File: config.mk
export PLATFORM = sky130hd
export DESIGN_NAME = video_timing_gen_flat
export DESIGN_NICKNAME = d
export VERILOG_FILES = /design/src/rtl/vt_pkg.sv /design/src/rtl/video_timing_gen_if.sv /design/src/rtl/vt_axis.sv /design/src/rtl/video_timing_gen.sv /design/src/flat_wrapper.sv
export SDC_FILE = /design/constraint.sdc
export NUM_CORES = 1
export LEC_CHECK = 0
export CELL_PAD_IN_SITES_DETAIL_PLACEMENT = 1
export CELL_PAD_IN_SITES_GLOBAL_PLACEMENT = 1
export CORE_MARGIN = 4
export CORE_UTILIZATION = 48
export DETAILED_ROUTE_END_ITERATION = 8
export PLACE_DENSITY_LB_ADDON = 0.1
export SETUP_SLACK_MARGIN = 0.5
export SLEW_MARGIN = 20
export SYNTH_ARGS = -nofsm -noshare
export SYNTH_HDL_FRONTEND = slang
export SYNTH_SLANG_ARGS = --single-unit
export TNS_END_PERCENT = 30
File: constraint.sdc
create_clock -name clk -period 8.7 [get_ports clk]
set_input_delay 1.74 -clock clk [delete_from_list [all_inputs] [get_ports clk]]
set_output_delay 1.74 -clock clk [all_outputs]
set_load 0.05 [all_outputs]
File: src/rtl/vt_pkg.sv
// rtl/vt_pkg.sv - shared raster timing defaults and trim/polarity config type.
package vt_pkg;

    localparam int DEF_HTOTAL    = 383;
    localparam int DEF_VTOTAL    = 263;
    localparam int DEF_HBL_START = 256;
    localparam int DEF_HBL_END   = 0;
    localparam int DEF_VBL_START = 241;
    localparam int DEF_VBL_END   = 17;
    localparam int DEF_HS_START  = 297;
    localparam int DEF_HS_END    = 329;
    localparam int DEF_VS_START  = 257;
    localparam int DEF_VS_END    = 265;

    typedef struct packed {
        logic signed [3:0] hs_offset;
        logic signed [3:0] vs_offset;
        logic signed [3:0] hs_width;
        logic signed [3:0] vs_width;
        logic              hs_pol;
        logic              vs_pol;
    } vt_trim_t;

endpackage

File: src/rtl/video_timing_gen_if.sv
// rtl/video_timing_gen_if.sv - timing config inputs and raster outputs of video_timing_gen.
interface video_timing_gen_if #(
    parameter int CW = 9
);
    logic [CW-1:0]     cfg_htotal, cfg_vtotal;
    logic [CW-1:0]     cfg_hbl_start, cfg_hbl_end, cfg_vbl_start, cfg_vbl_end;
    logic [CW-1:0]     cfg_hs_start, cfg_hs_end, cfg_vs_start, cfg_vs_end;
    logic signed [3:0] hs_offset, vs_offset, hs_width, vs_width;
    logic              cfg_hs_pol, cfg_vs_pol;
    logic [CW-1:0]     cfg_irq_line;
    logic [CW-1:0]     hc, vc;
    logic              hbl, vbl, hsync, vsync, de, field, irq;

    modport master (
        output cfg_htotal, cfg_vtotal, cfg_hbl_start, cfg_hbl_end, cfg_vbl_start, cfg_vbl_end,
        output cfg_hs_start, cfg_hs_end, cfg_vs_start, cfg_vs_end,
        output hs_offset, vs_offset, hs_width, vs_width, cfg_hs_pol, cfg_vs_pol, cfg_irq_line,
        input  hc, vc, hbl, vbl, hsync, vsync, de, field, irq
    );

    modport slave (
        input  cfg_htotal, cfg_vtotal, cfg_hbl_start, cfg_hbl_end, cfg_vbl_start, cfg_vbl_end,
        input  cfg_hs_start, cfg_hs_end, cfg_vs_start, cfg_vs_end,
        input  hs_offset, vs_offset, hs_width, vs_width, cfg_hs_pol, cfg_vs_pol, cfg_irq_line,
        output hc, vc, hbl, vbl, hsync, vsync, de, field, irq
    );
endinterface

File: src/rtl/vt_axis.sv
// rtl/vt_axis.sv - one raster axis: counter, blank/sync set-clear flags, load-time sync fold.
module vt_axis #(
    parameter int CW = 9
) (
    input  logic              clk,
    input  logic              reset,
    input  logic              ce,
    input  logic              step,
    input  logic [CW-1:0]     raw_total,
    input  logic [CW-1:0]     raw_s_start,
    input  logic [CW-1:0]     raw_s_end,
    input  logic signed [3:0] offset,
    input  logic signed [3:0] width,
    output logic [CW-1:0]     adj_total,
    output logic [CW-1:0]     adj_s_start,
    output logic [CW-1:0]     adj_s_end,
    input  logic [CW-1:0]     total,
    input  logic [CW-1:0]     bl_start,
    input  logic [CW-1:0]     bl_end,
    input  logic [CW-1:0]     s_start,
    input  logic [CW-1:0]     s_end,
    output logic [CW-1:0]     cnt,
    output logic              last,
    output logic              bl,
    output logic              sy
);

    localparam int SW = CW + 2;

    logic signed [SW-1:0] period, s_raw, e_raw, off_x, wid_x;

    // Single correction is enough: trims are at most +-8 each, far below one period.
    function automatic logic [CW-1:0] fold(input logic signed [SW-1:0] x,
                                           input logic signed [SW-1:0] p);
        logic signed [SW-1:0] r;
        if (x < 0)       r = x + p;
        else if (x >= p) r = x - p;
        else             r = x;
        return r[CW-1:0];
    endfunction

    always_comb begin
        adj_total   = (raw_total == '0) ? CW'(1) : raw_total;
        period      = $signed({2'b00, adj_total}) + SW'(1);
        off_x       = {{(SW-4){offset[3]}}, offset};
        wid_x       = {{(SW-4){width[3]}}, width};
        s_raw       = $signed({2'b00, raw_s_start}) + off_x;
        e_raw       = $signed({2'b00, raw_s_end}) + off_x + wid_x;
        adj_s_start = fold(s_raw, period);
        adj_s_end   = fold(e_raw, period);
    end

    assign last = (cnt == total);

    always_ff @(posedge clk) begin
        if (reset)     cnt <= '0;
        else if (step) cnt <= last ? '0 : cnt + 1'b1;
    end

    // Set wins over clear when start and end coincide.
    always_ff @(posedge clk) begin
        if (reset) begin
            bl <= 1'b0;
            sy <= 1'b0;
        end else if (ce) begin
            if (cnt == bl_start)    bl <= 1'b1;
            else if (cnt == bl_end) bl <= 1'b0;
            if (cnt == s_start)     sy <= 1'b1;
            else if (cnt == s_end)  sy <= 1'b0;
        end
    end

endmodule

File: src/rtl/video_timing_gen.sv
// rtl/video_timing_gen.sv - raster timing generator with frame-boundary shadowed config.
module video_timing_gen
    import vt_pkg::*;
#(
    parameter int CW     = 9,
    parameter bit IRQ_EN = 1'b1
) (
    input logic               clk,
    input logic               reset,
    input logic               ce_pix,
    video_timing_gen_if.slave vif
);

    vt_trim_t      trim;
    logic          load, h_last, v_last, h_bl, v_bl, h_sy, v_sy, field_q;
    logic [CW-1:0] h_cnt, v_cnt;
    logic [CW-1:0] h_adj_total, h_adj_start, h_adj_end;
    logic [CW-1:0] v_adj_total, v_adj_start, v_adj_end;
    logic [CW-1:0] sh_htotal, sh_vtotal, sh_hbl_start, sh_hbl_end, sh_vbl_start, sh_vbl_end;
    logic [CW-1:0] sh_hs_start, sh_hs_end, sh_vs_start, sh_vs_end, sh_irq_line;
    logic          sh_hs_pol, sh_vs_pol;

    always_comb begin
        trim = '{hs_offset: vif.hs_offset, vs_offset: vif.vs_offset,
                 hs_width:  vif.hs_width,  vs_width:  vif.vs_width,
                 hs_pol:    vif.cfg_hs_pol, vs_pol:   vif.cfg_vs_pol};
    end

    // Reset loads the shadows too, so a frame after reset uses the live config.
    assign load = reset | (ce_pix & h_last & v_last);

    always_ff @(posedge clk) begin
        if (load) begin
            sh_htotal    <= h_adj_total;
            sh_vtotal    <= v_adj_total;
            sh_hbl_start <= vif.cfg_hbl_start;
            sh_hbl_end   <= vif.cfg_hbl_end;
            sh_vbl_start <= vif.cfg_vbl_start;
            sh_vbl_end   <= vif.cfg_vbl_end;
            sh_hs_start  <= h_adj_start;
            sh_hs_end    <= h_adj_end;
            sh_vs_start  <= v_adj_start;
            sh_vs_end    <= v_adj_end;
            sh_irq_line  <= vif.cfg_irq_line;
            sh_hs_pol    <= trim.hs_pol;
            sh_vs_pol    <= trim.vs_pol;
        end
    end

    vt_axis #(.CW(CW)) u_h (
        .clk(clk), .reset(reset), .ce(ce_pix), .step(ce_pix),
        .raw_total(vif.cfg_htotal), .raw_s_start(vif.cfg_hs_start), .raw_s_end(vif.cfg_hs_end),
        .offset(trim.hs_offset), .width(trim.hs_width),
        .adj_total(h_adj_total), .adj_s_start(h_adj_start), .adj_s_end(h_adj_end),
        .total(sh_htotal), .bl_start(sh_hbl_start), .bl_end(sh_hbl_end),
        .s_start(sh_hs_start), .s_end(sh_hs_end),
        .cnt(h_cnt), .last(h_last), .bl(h_bl), .sy(h_sy)
    );

    // Vertical flags compare on every pixel enable, not only at line wrap.
    vt_axis #(.CW(CW)) u_v (
        .clk(clk), .reset(reset), .ce(ce_pix), .step(ce_pix & h_last),
        .raw_total(vif.cfg_vtotal), .raw_s_start(vif.cfg_vs_start), .raw_s_end(vif.cfg_vs_end),
        .offset(trim.vs_offset), .width(trim.vs_width),
        .adj_total(v_adj_total), .adj_s_start(v_adj_start), .adj_s_end(v_adj_end),
        .total(sh_vtotal), .bl_start(sh_vbl_start), .bl_end(sh_vbl_end),
        .s_start(sh_vs_start), .s_end(sh_vs_end),
        .cnt(v_cnt), .last(v_last), .bl(v_bl), .sy(v_sy)
    );

    always_ff @(posedge clk) begin
        if (reset)                          field_q <= 1'b0;
        else if (ce_pix & h_last & v_last)  field_q <= ~field_q;
    end

    assign vif.hc    = h_cnt;
    assign vif.vc    = v_cnt;
    assign vif.hbl   = h_bl;
    assign vif.vbl   = v_bl;
    assign vif.hsync = ~(h_sy ^ sh_hs_pol);
    assign vif.vsync = ~(v_sy ^ sh_vs_pol);
    assign vif.de    = ~h_bl & ~v_bl;
    assign vif.field = field_q;

    if (IRQ_EN) begin : g_irq
        assign vif.irq = ~reset & ce_pix & (h_cnt == sh_hbl_start) & (v_cnt == sh_irq_line);
    end else begin : g_no_irq
        assign vif.irq = 1'b0;
    end

endmodule

File: src/flat_wrapper.sv
// flat-port wrapper written by rule: the top's interface ports become plain ports
module video_timing_gen_flat import vt_pkg::*;
#(
    parameter int CW     = 9,
    parameter bit IRQ_EN = 1'b1
)
  (clk, reset, ce_pix, vif_cfg_htotal, vif_cfg_vtotal, vif_cfg_hbl_start, vif_cfg_hbl_end, vif_cfg_vbl_start, vif_cfg_vbl_end, vif_cfg_hs_start, vif_cfg_hs_end, vif_cfg_vs_start, vif_cfg_vs_end, vif_hs_offset, vif_vs_offset, vif_hs_width, vif_vs_width, vif_cfg_hs_pol, vif_cfg_vs_pol, vif_cfg_irq_line, vif_hc, vif_vc, vif_hbl, vif_vbl, vif_hsync, vif_vsync, vif_de, vif_field, vif_irq);
  video_timing_gen_if #(.CW(CW)) vif_i ();
  input logic clk;
  input logic reset;
  input logic ce_pix;
  input wire logic [$bits(vif_i.cfg_htotal)-1:0] vif_cfg_htotal;
  input wire logic [$bits(vif_i.cfg_vtotal)-1:0] vif_cfg_vtotal;
  input wire logic [$bits(vif_i.cfg_hbl_start)-1:0] vif_cfg_hbl_start;
  input wire logic [$bits(vif_i.cfg_hbl_end)-1:0] vif_cfg_hbl_end;
  input wire logic [$bits(vif_i.cfg_vbl_start)-1:0] vif_cfg_vbl_start;
  input wire logic [$bits(vif_i.cfg_vbl_end)-1:0] vif_cfg_vbl_end;
  input wire logic [$bits(vif_i.cfg_hs_start)-1:0] vif_cfg_hs_start;
  input wire logic [$bits(vif_i.cfg_hs_end)-1:0] vif_cfg_hs_end;
  input wire logic [$bits(vif_i.cfg_vs_start)-1:0] vif_cfg_vs_start;
  input wire logic [$bits(vif_i.cfg_vs_end)-1:0] vif_cfg_vs_end;
  input wire logic [$bits(vif_i.hs_offset)-1:0] vif_hs_offset;
  input wire logic [$bits(vif_i.vs_offset)-1:0] vif_vs_offset;
  input wire logic [$bits(vif_i.hs_width)-1:0] vif_hs_width;
  input wire logic [$bits(vif_i.vs_width)-1:0] vif_vs_width;
  input wire logic [$bits(vif_i.cfg_hs_pol)-1:0] vif_cfg_hs_pol;
  input wire logic [$bits(vif_i.cfg_vs_pol)-1:0] vif_cfg_vs_pol;
  input wire logic [$bits(vif_i.cfg_irq_line)-1:0] vif_cfg_irq_line;
  output wire logic [$bits(vif_i.hc)-1:0] vif_hc;
  output wire logic [$bits(vif_i.vc)-1:0] vif_vc;
  output wire logic [$bits(vif_i.hbl)-1:0] vif_hbl;
  output wire logic [$bits(vif_i.vbl)-1:0] vif_vbl;
  output wire logic [$bits(vif_i.hsync)-1:0] vif_hsync;
  output wire logic [$bits(vif_i.vsync)-1:0] vif_vsync;
  output wire logic [$bits(vif_i.de)-1:0] vif_de;
  output wire logic [$bits(vif_i.field)-1:0] vif_field;
  output wire logic [$bits(vif_i.irq)-1:0] vif_irq;
  assign vif_i.cfg_htotal = vif_cfg_htotal;
  assign vif_i.cfg_vtotal = vif_cfg_vtotal;
  assign vif_i.cfg_hbl_start = vif_cfg_hbl_start;
  assign vif_i.cfg_hbl_end = vif_cfg_hbl_end;
  assign vif_i.cfg_vbl_start = vif_cfg_vbl_start;
  assign vif_i.cfg_vbl_end = vif_cfg_vbl_end;
  assign vif_i.cfg_hs_start = vif_cfg_hs_start;
  assign vif_i.cfg_hs_end = vif_cfg_hs_end;
  assign vif_i.cfg_vs_start = vif_cfg_vs_start;
  assign vif_i.cfg_vs_end = vif_cfg_vs_end;
  assign vif_i.hs_offset = vif_hs_offset;
  assign vif_i.vs_offset = vif_vs_offset;
  assign vif_i.hs_width = vif_hs_width;
  assign vif_i.vs_width = vif_vs_width;
  assign vif_i.cfg_hs_pol = vif_cfg_hs_pol;
  assign vif_i.cfg_vs_pol = vif_cfg_vs_pol;
  assign vif_i.cfg_irq_line = vif_cfg_irq_line;
  assign vif_hc = vif_i.hc;
  assign vif_vc = vif_i.vc;
  assign vif_hbl = vif_i.hbl;
  assign vif_vbl = vif_i.vbl;
  assign vif_hsync = vif_i.hsync;
  assign vif_vsync = vif_i.vsync;
  assign vif_de = vif_i.de;
  assign vif_field = vif_i.field;
  assign vif_irq = vif_i.irq;
  video_timing_gen #(.CW(CW), .IRQ_EN(IRQ_EN)) u_core (.clk(clk), .reset(reset), .ce_pix(ce_pix), .vif(vif_i));
endmodule
# After elaboration in Yosys (flattened, before gate mapping)
# Cells that the tools add are included.
dict set report word_totals {
  reg_bits 124
  inputBits 120
  output_inout_bits 25
  wordCells 102
}
dict set report classes {
  n_mux 20
  n_addsub 18
  order_cmp 8
  n_reduce_logical 10
  n_eq_ne 11
  n_bitwise 15
}
# operator n
set op_table {}
lappend op_table {{9-bit two-way mux} 12}
lappend op_table {{9-bit equality test} 11}
lappend op_table {{10-bit by 4-bit adder with 11-bit output} 4}
lappend op_table {{11-bit greater-or-equal comparator} 4}
lappend op_table {{11-bit by 1-bit < comparator with 1-bit output, second input constant} 4}
lappend op_table {{9-bit adder} 4}
lappend op_table {{9-bit subtractor} 4}
lappend op_table {{11-bit by 4-bit adder with 11-bit output} 2}
lappend op_table {{9-bit by 1-bit adder with 10-bit output, second input constant} 2}
lappend op_table {{9-bit by 1-bit adder with 9-bit output, second input constant} 2}
lappend op_table {{9-bit zero test} 2}
lappend op_table {{1-bit two-way mux} 8}
lappend op_table {{2-bit AND reduction} 4}
lappend op_table {{2-bit nonzero test} 4}
lappend op_table {{1-bit AND} 6}
lappend op_table {{1-bit inverter} 6}
lappend op_table {{1-bit XOR} 2}
lappend op_table {{1-bit OR} 1}

# Logic depth before layout (Yosys ltp)
dict set report logic_depth {
  depth_word 6
  depth_mapped 21
  mapped_depth_nobuf 21
}

# By module
# Synthesis repeated with hierarchy kept, for this count alone.
dict set report unflattened {
  cells_unflattened 1188
  hier_area_um2 11493.5
}
# mod seq_area_each_um2 n_inst cells_each area_each_um2
set modules_own_cells {}
lappend modules_own_cells {{vt_axis at u_core.u_v} 220.2 1 522 4093.9}
lappend modules_own_cells {{vt_axis at u_core.u_h} 220.2 1 531 4088.9}
lappend modules_own_cells {video_timing_gen 3052.9 1 135 3310.7}

# Worst setup path after synthesis
# No wires, ideal clock.
dict set report synth_path {
  path_type {input to register}
  startpoint {in ce_pix}
  endpoint {reg u_core.sh_hbl_end[0] (enable)}
  path_stages 5
  required_time_ns 8.196
  t_arrival_ns 5.266
  setup_time_ns 0.504
  n_path_buf 2
  slack_ns 2.930
  cell_sequence {clkbuf_1 > nand2_1 > nor2_1 > or2_2 > clkbuf_1}
}
dict set report synth_via {
  elab_chain_len 3
}
# element line_no
set synth_lines {}
lappend synth_lines {{from (decl)} flat_wrapper.sv:11} ;# input logic ce_pix;
lappend synth_lines {{1-bit AND (2 in series)} video_timing_gen.sv:30} ;# assign load = reset | (ce_pix & h_last & v_last);
lappend synth_lines {{1-bit OR} video_timing_gen.sv:30}
lappend synth_lines {{named net u_core.load} video_timing_gen.sv:15} ;# logic load, h_last, v_last, h_bl, v_bl, h_sy, v_sy, field_q;
lappend synth_lines {{to (signal assigned)} video_timing_gen.sv:37} ;# sh_hbl_end <= vif.cfg_hbl_end;
lappend synth_lines {{to (decl)} video_timing_gen.sv:19} ;# logic [CW-1:0] sh_htotal, sh_vtotal, sh_hbl_start, sh_hbl_end, sh_vbl_start, sh_vbl_end;
# The timed path passes the listed nets, and every way through them passes these cells.
# A chain may end at the register's enable or synchronous reset.

# Final worst setup path
dict set report layout_path {
  startpoint {in vif_hs_offset[3]}
  endpoint {reg u_core.sh_hs_end[3] (data pin)}
}
dict set report layout_via {
  elab_chain_len 5
  elab_cells_between_ends 8
  classes_between {add/sub: 4; order compare: 2; mux: 2}
}
# element line_no
set layout_lines {}
lappend layout_lines {{from (decl)} flat_wrapper.sv:22} ;# input wire logic [$bits(vif_i.hs_offset)-1:0] vif_hs_offset;
lappend layout_lines {{10-bit by 4-bit adder with 11-bit output *} vt_axis.sv:48} ;# e_raw = $signed({2'b00, raw_s_end}) + off_x + wid_x;
lappend layout_lines {{11-bit by 4-bit adder with 11-bit output *} vt_axis.sv:48}
lappend layout_lines {{9-bit subtractor / 11-bit greater-or-equal comparator (equally long branches)} vt_axis.sv:37} ;# else if (x >= p) r = x - p;
lappend layout_lines {{9-bit two-way mux} vt_axis.sv:37}
lappend layout_lines {{9-bit two-way mux *} vt_axis.sv:36} ;# if (x < 0) r = x + p;
lappend layout_lines {{named net u_core.h_adj_end[3]} video_timing_gen.sv:17} ;# logic [CW-1:0] h_adj_total, h_adj_start, h_adj_end;
lappend layout_lines {{to (signal assigned)} video_timing_gen.sv:41} ;# sh_hs_end <= h_adj_end;
lappend layout_lines {{to (decl)} video_timing_gen.sv:20} ;# logic [CW-1:0] sh_hs_start, sh_hs_end, sh_vs_start, sh_vs_end, sh_irq_line;
# Mark *: on every way through the listed nets, which the timed path passes. The rest lies on a longest branch.

==> qor.csv <==
metric,value,unit
most frequent cells in the layout,"144 x clkdlybuf4s50_1, 116 x ha_1, 101 x nor2_1, 101 x edfxtp_1, 100 x inv_1",
worst path required time,8.87,ns
vias post-DR,9355,
Starting Density,0.493,
gr usage total,0.256,
Slew @ Worst Pin,0.897,ns
Synth area leader,edfxtp_1,
setup tns final,0,ns
Final GP Congestion,0.909,
clock sink total,124,
worst hold slack,0.527,ns
critical path start-end classification,input pin to flop,
via density per instance,5.75,
Yosys cell types,75,
hpwl dp,25.7,mm
# DRC,0,
Fin. Hold Viols,0,
WL per Instance,20.4,um
num ports,145,
die width,161,um
Hold Startpoint,u_core.u_h.sy,
crit-path max FO,14,
Clock Power Share,0.239,
total grt overflow,0,
hold endpoint,u_core.u_h.sy,
syn avg cell area,9.46,um2
Port Buffers,144,
Final setup viols,0,
count of pins over their slew limit,0,
root buf cell,clkbuf_16,
nets@finish,1570,
drt first-iter violations,579,
worst hold path class,flop to flop,
Pre-antenna DRT Iters,5,
endpoint class of the critical path,flop,
DRT Wirelength,33.2,mm
"most common cell after layout, fill and taps aside",clkdlybuf4s50_1,
Post-Syn Area,0.0113,mm2
synthesized net count,1463,
"Top FF cell, synth",edfxtp_1,
async set-reset flop share out of synthesis,0,
Worst slew margin,0.402,
post-route ant nets,0,
setup bufs post-CTS,0,
largest net degree at the start of global routing,71,
Die Area,0.0261,mm2
CTS tree,built,
hold path cells,2,
P_sw,1.14,mW
total CTS buffers,17,
Row Count,55,
Fmax achieved,155,MHz
layout cells sized above 1,0.0449,
main area contributors after synthesis,"edfxtp_1 27%, ha_1 13%, xnor2_1 6.4%",
initial antenna violation count,0,
register area share after synthesis,0.309,
hold buffers post-CTS,0,
Mapped Cells,1195,
fillers,2583,
share of power burned in registers,0.283,
r2r startpoint,u_core.u_h.cnt[1],
combinational power share,0.479,
htree depth,4,
vias in the first global route,10059,
Core ar.,0.0229,mm2
worst skew pair latency,0.42,ns
Pwr Density,217,mW/mm2
Synth top area share,0.268,
R2R cell count,7,
R2R Path End,u_core.sh_vtotal[3],
first-pass GRT wire length,53.8,mm
"setup slack, reg-to-reg",5.18,ns
Final Skew,0.0109,ns
"Reg clk slew, reported paths",0.06,ns
CP Launch Type,input pin,
die height,161,um
Internal,1.79,mW
Max IR drop VDD,0.139,mV
switch share,0.389,
Max Root-Sink Buffers,2,
final core utilization,0.589,
Tmin final,6.44,ns
#FFs+latches synth,124,
crit share post-route,0.740,
WP data arrival,6.60,ns
Resized cells post-CTS,0,
"EDFF count, synth",101,
max cap viols,0,
RSZ-0062 raised after global routing,false,
yosys synthesis warning count,0,
status,"finished, final reports clean",
static leakage,5.57,nW
n_diodes,0,
Area Growth Syn to Fin,19.4,%
-- layer usage --
| layer | share of wire | GRT usage |
|---|---|---|
| met1 | 0.46 | 0.341 |
| met2 | 0.48 | 0.448 |
| met3 | 0.048 | 0.0360 |
| met4 | 0.011 | 0.0531 |
| met5 | 0 | 0 |
-- power by group through the flow --
stage / registers [mW] / clock network, mW / logic [mW]
3_5_place_dp: 0.840 / 0 / 1.38
6_report: 0.829 / 0.700 / 1.40
3_3_place_gp: 0.836 / 0 / 1.33
5_1_grt: 0.836 / 0.739 / 1.56
2_1_floorplan: 0.822 / 0 / 1.01
4_1_cts: 0.829 / 0.707 / 1.39
-- cells by family after synthesis --
| kind of cell | synth area share |
|---|---|
| and+or+nand+nor | 0.149 |
| DFF | 0.309 |
| AOI/OAI and AO/OA | 0.164 |
| xor gates and xnor gates | 0.126 |
| buffers and inverters | 0.0532 |
| muxes | 0.0128 |
| adders and majority gates | 0.185 |
-- stage by stage --
stage	setup slack, ns	area, um2	total power [mW]	instances
6_report	2.26	13500	2.93	1628
5_1_grt	1.83	13500	3.13	1628
4_1_cts	2.25	13500	2.93	1628
3_5_place_dp	1.82	12900	2.22	1596
3_3_place_gp	2.07	12900	2.17	1596
2_1_floorplan	2.93	11300	1.83	1195
-- layout make-up --
class                           instances  area, um2  share of cell area
Inverter                              100        375              0.0278
Clock inverter                         13        125             0.00927
Timing Repair Buffer                  145       1450               0.107
Clock buffer                           19        454              0.0336
Multi-Input combinational cell        914       7210               0.534
Tap cell                              313        392              0.0290
Sequential cell                       124       3490               0.259
-- critical path, cell delays in order --
cell and delay (ns):
clkdlybuf4s50_1 0.91, inv_1 0.32, fa_1 0.58, inv_1 0.05
ha_1 0.35, xnor2_1 0.39, ha_1 0.38, or3_1 0.42
nor4_1 0.28, nor3_1 0.11, a21oi_2 0.39, nor2b_1 0.38
a311oi_1 0.15, o211a_1 0.13
-- worst max-delay path by stage --
stage / from / endpoint / slack [ns] / cells past startpoint
6_report: vif_hs_offset[3] / u_core.sh_hs_end[3] / 2.26 / 14
4_1_cts: vif_hs_offset[3] / u_core.sh_hs_end[3] / 2.25 / 14
3_5_place_dp: vif_hs_offset[3] / u_core.sh_hs_end[3] / 1.82 / 14
5_1_grt: vif_hs_offset[3] / u_core.sh_hs_end[3] / 1.83 / 14
2_1_floorplan: ce_pix / u_core.sh_hbl_end[0] / 2.93 / 5
3_3_place_gp: vif_hs_offset[3] / u_core.sh_hs_end[3] / 2.07 / 16
-- registers in the layout, summed over array words and instances, names as in the netlist, 9 cells and up --
signal / count
u_core.u_h.cnt: 9
u_core.sh_vs_end: 9
u_core.sh_hs_end: 9
u_core.u_v.cnt: 9
u_core.sh_htotal: 9
u_core.sh_irq_line: 9
u_core.sh_hbl_start: 9
u_core.sh_vtotal: 9
u_core.sh_hbl_end: 9
u_core.sh_vbl_start: 9
u_core.sh_vs_start: 9
u_core.sh_vbl_end: 9
u_core.sh_hs_start: 9
-- synthesized netlist by cell type (all sizes together), types with 8 or more instances --
cell / count
a21o: 19
mux2i: 10
nand2b: 26
and2: 8
nor2: 101
buf: 14
and3: 14
nand2: 36
nor2b: 20
o21a: 13
edfxtp: 101
nor3: 21
clkbuf: 43
ha: 116
dfxtp: 23
or2: 8
o21ai: 58
or3: 12
xnor2: 83
nand4: 23
o41ai: 8
nand3: 18
nor4: 23
xor2: 80
inv: 100
o21bai: 13
a211oi: 16
a221oi: 11
fa: 32
o211a: 8
a21oi: 63
No activity file was read; power rests on OpenSTA's default activity.
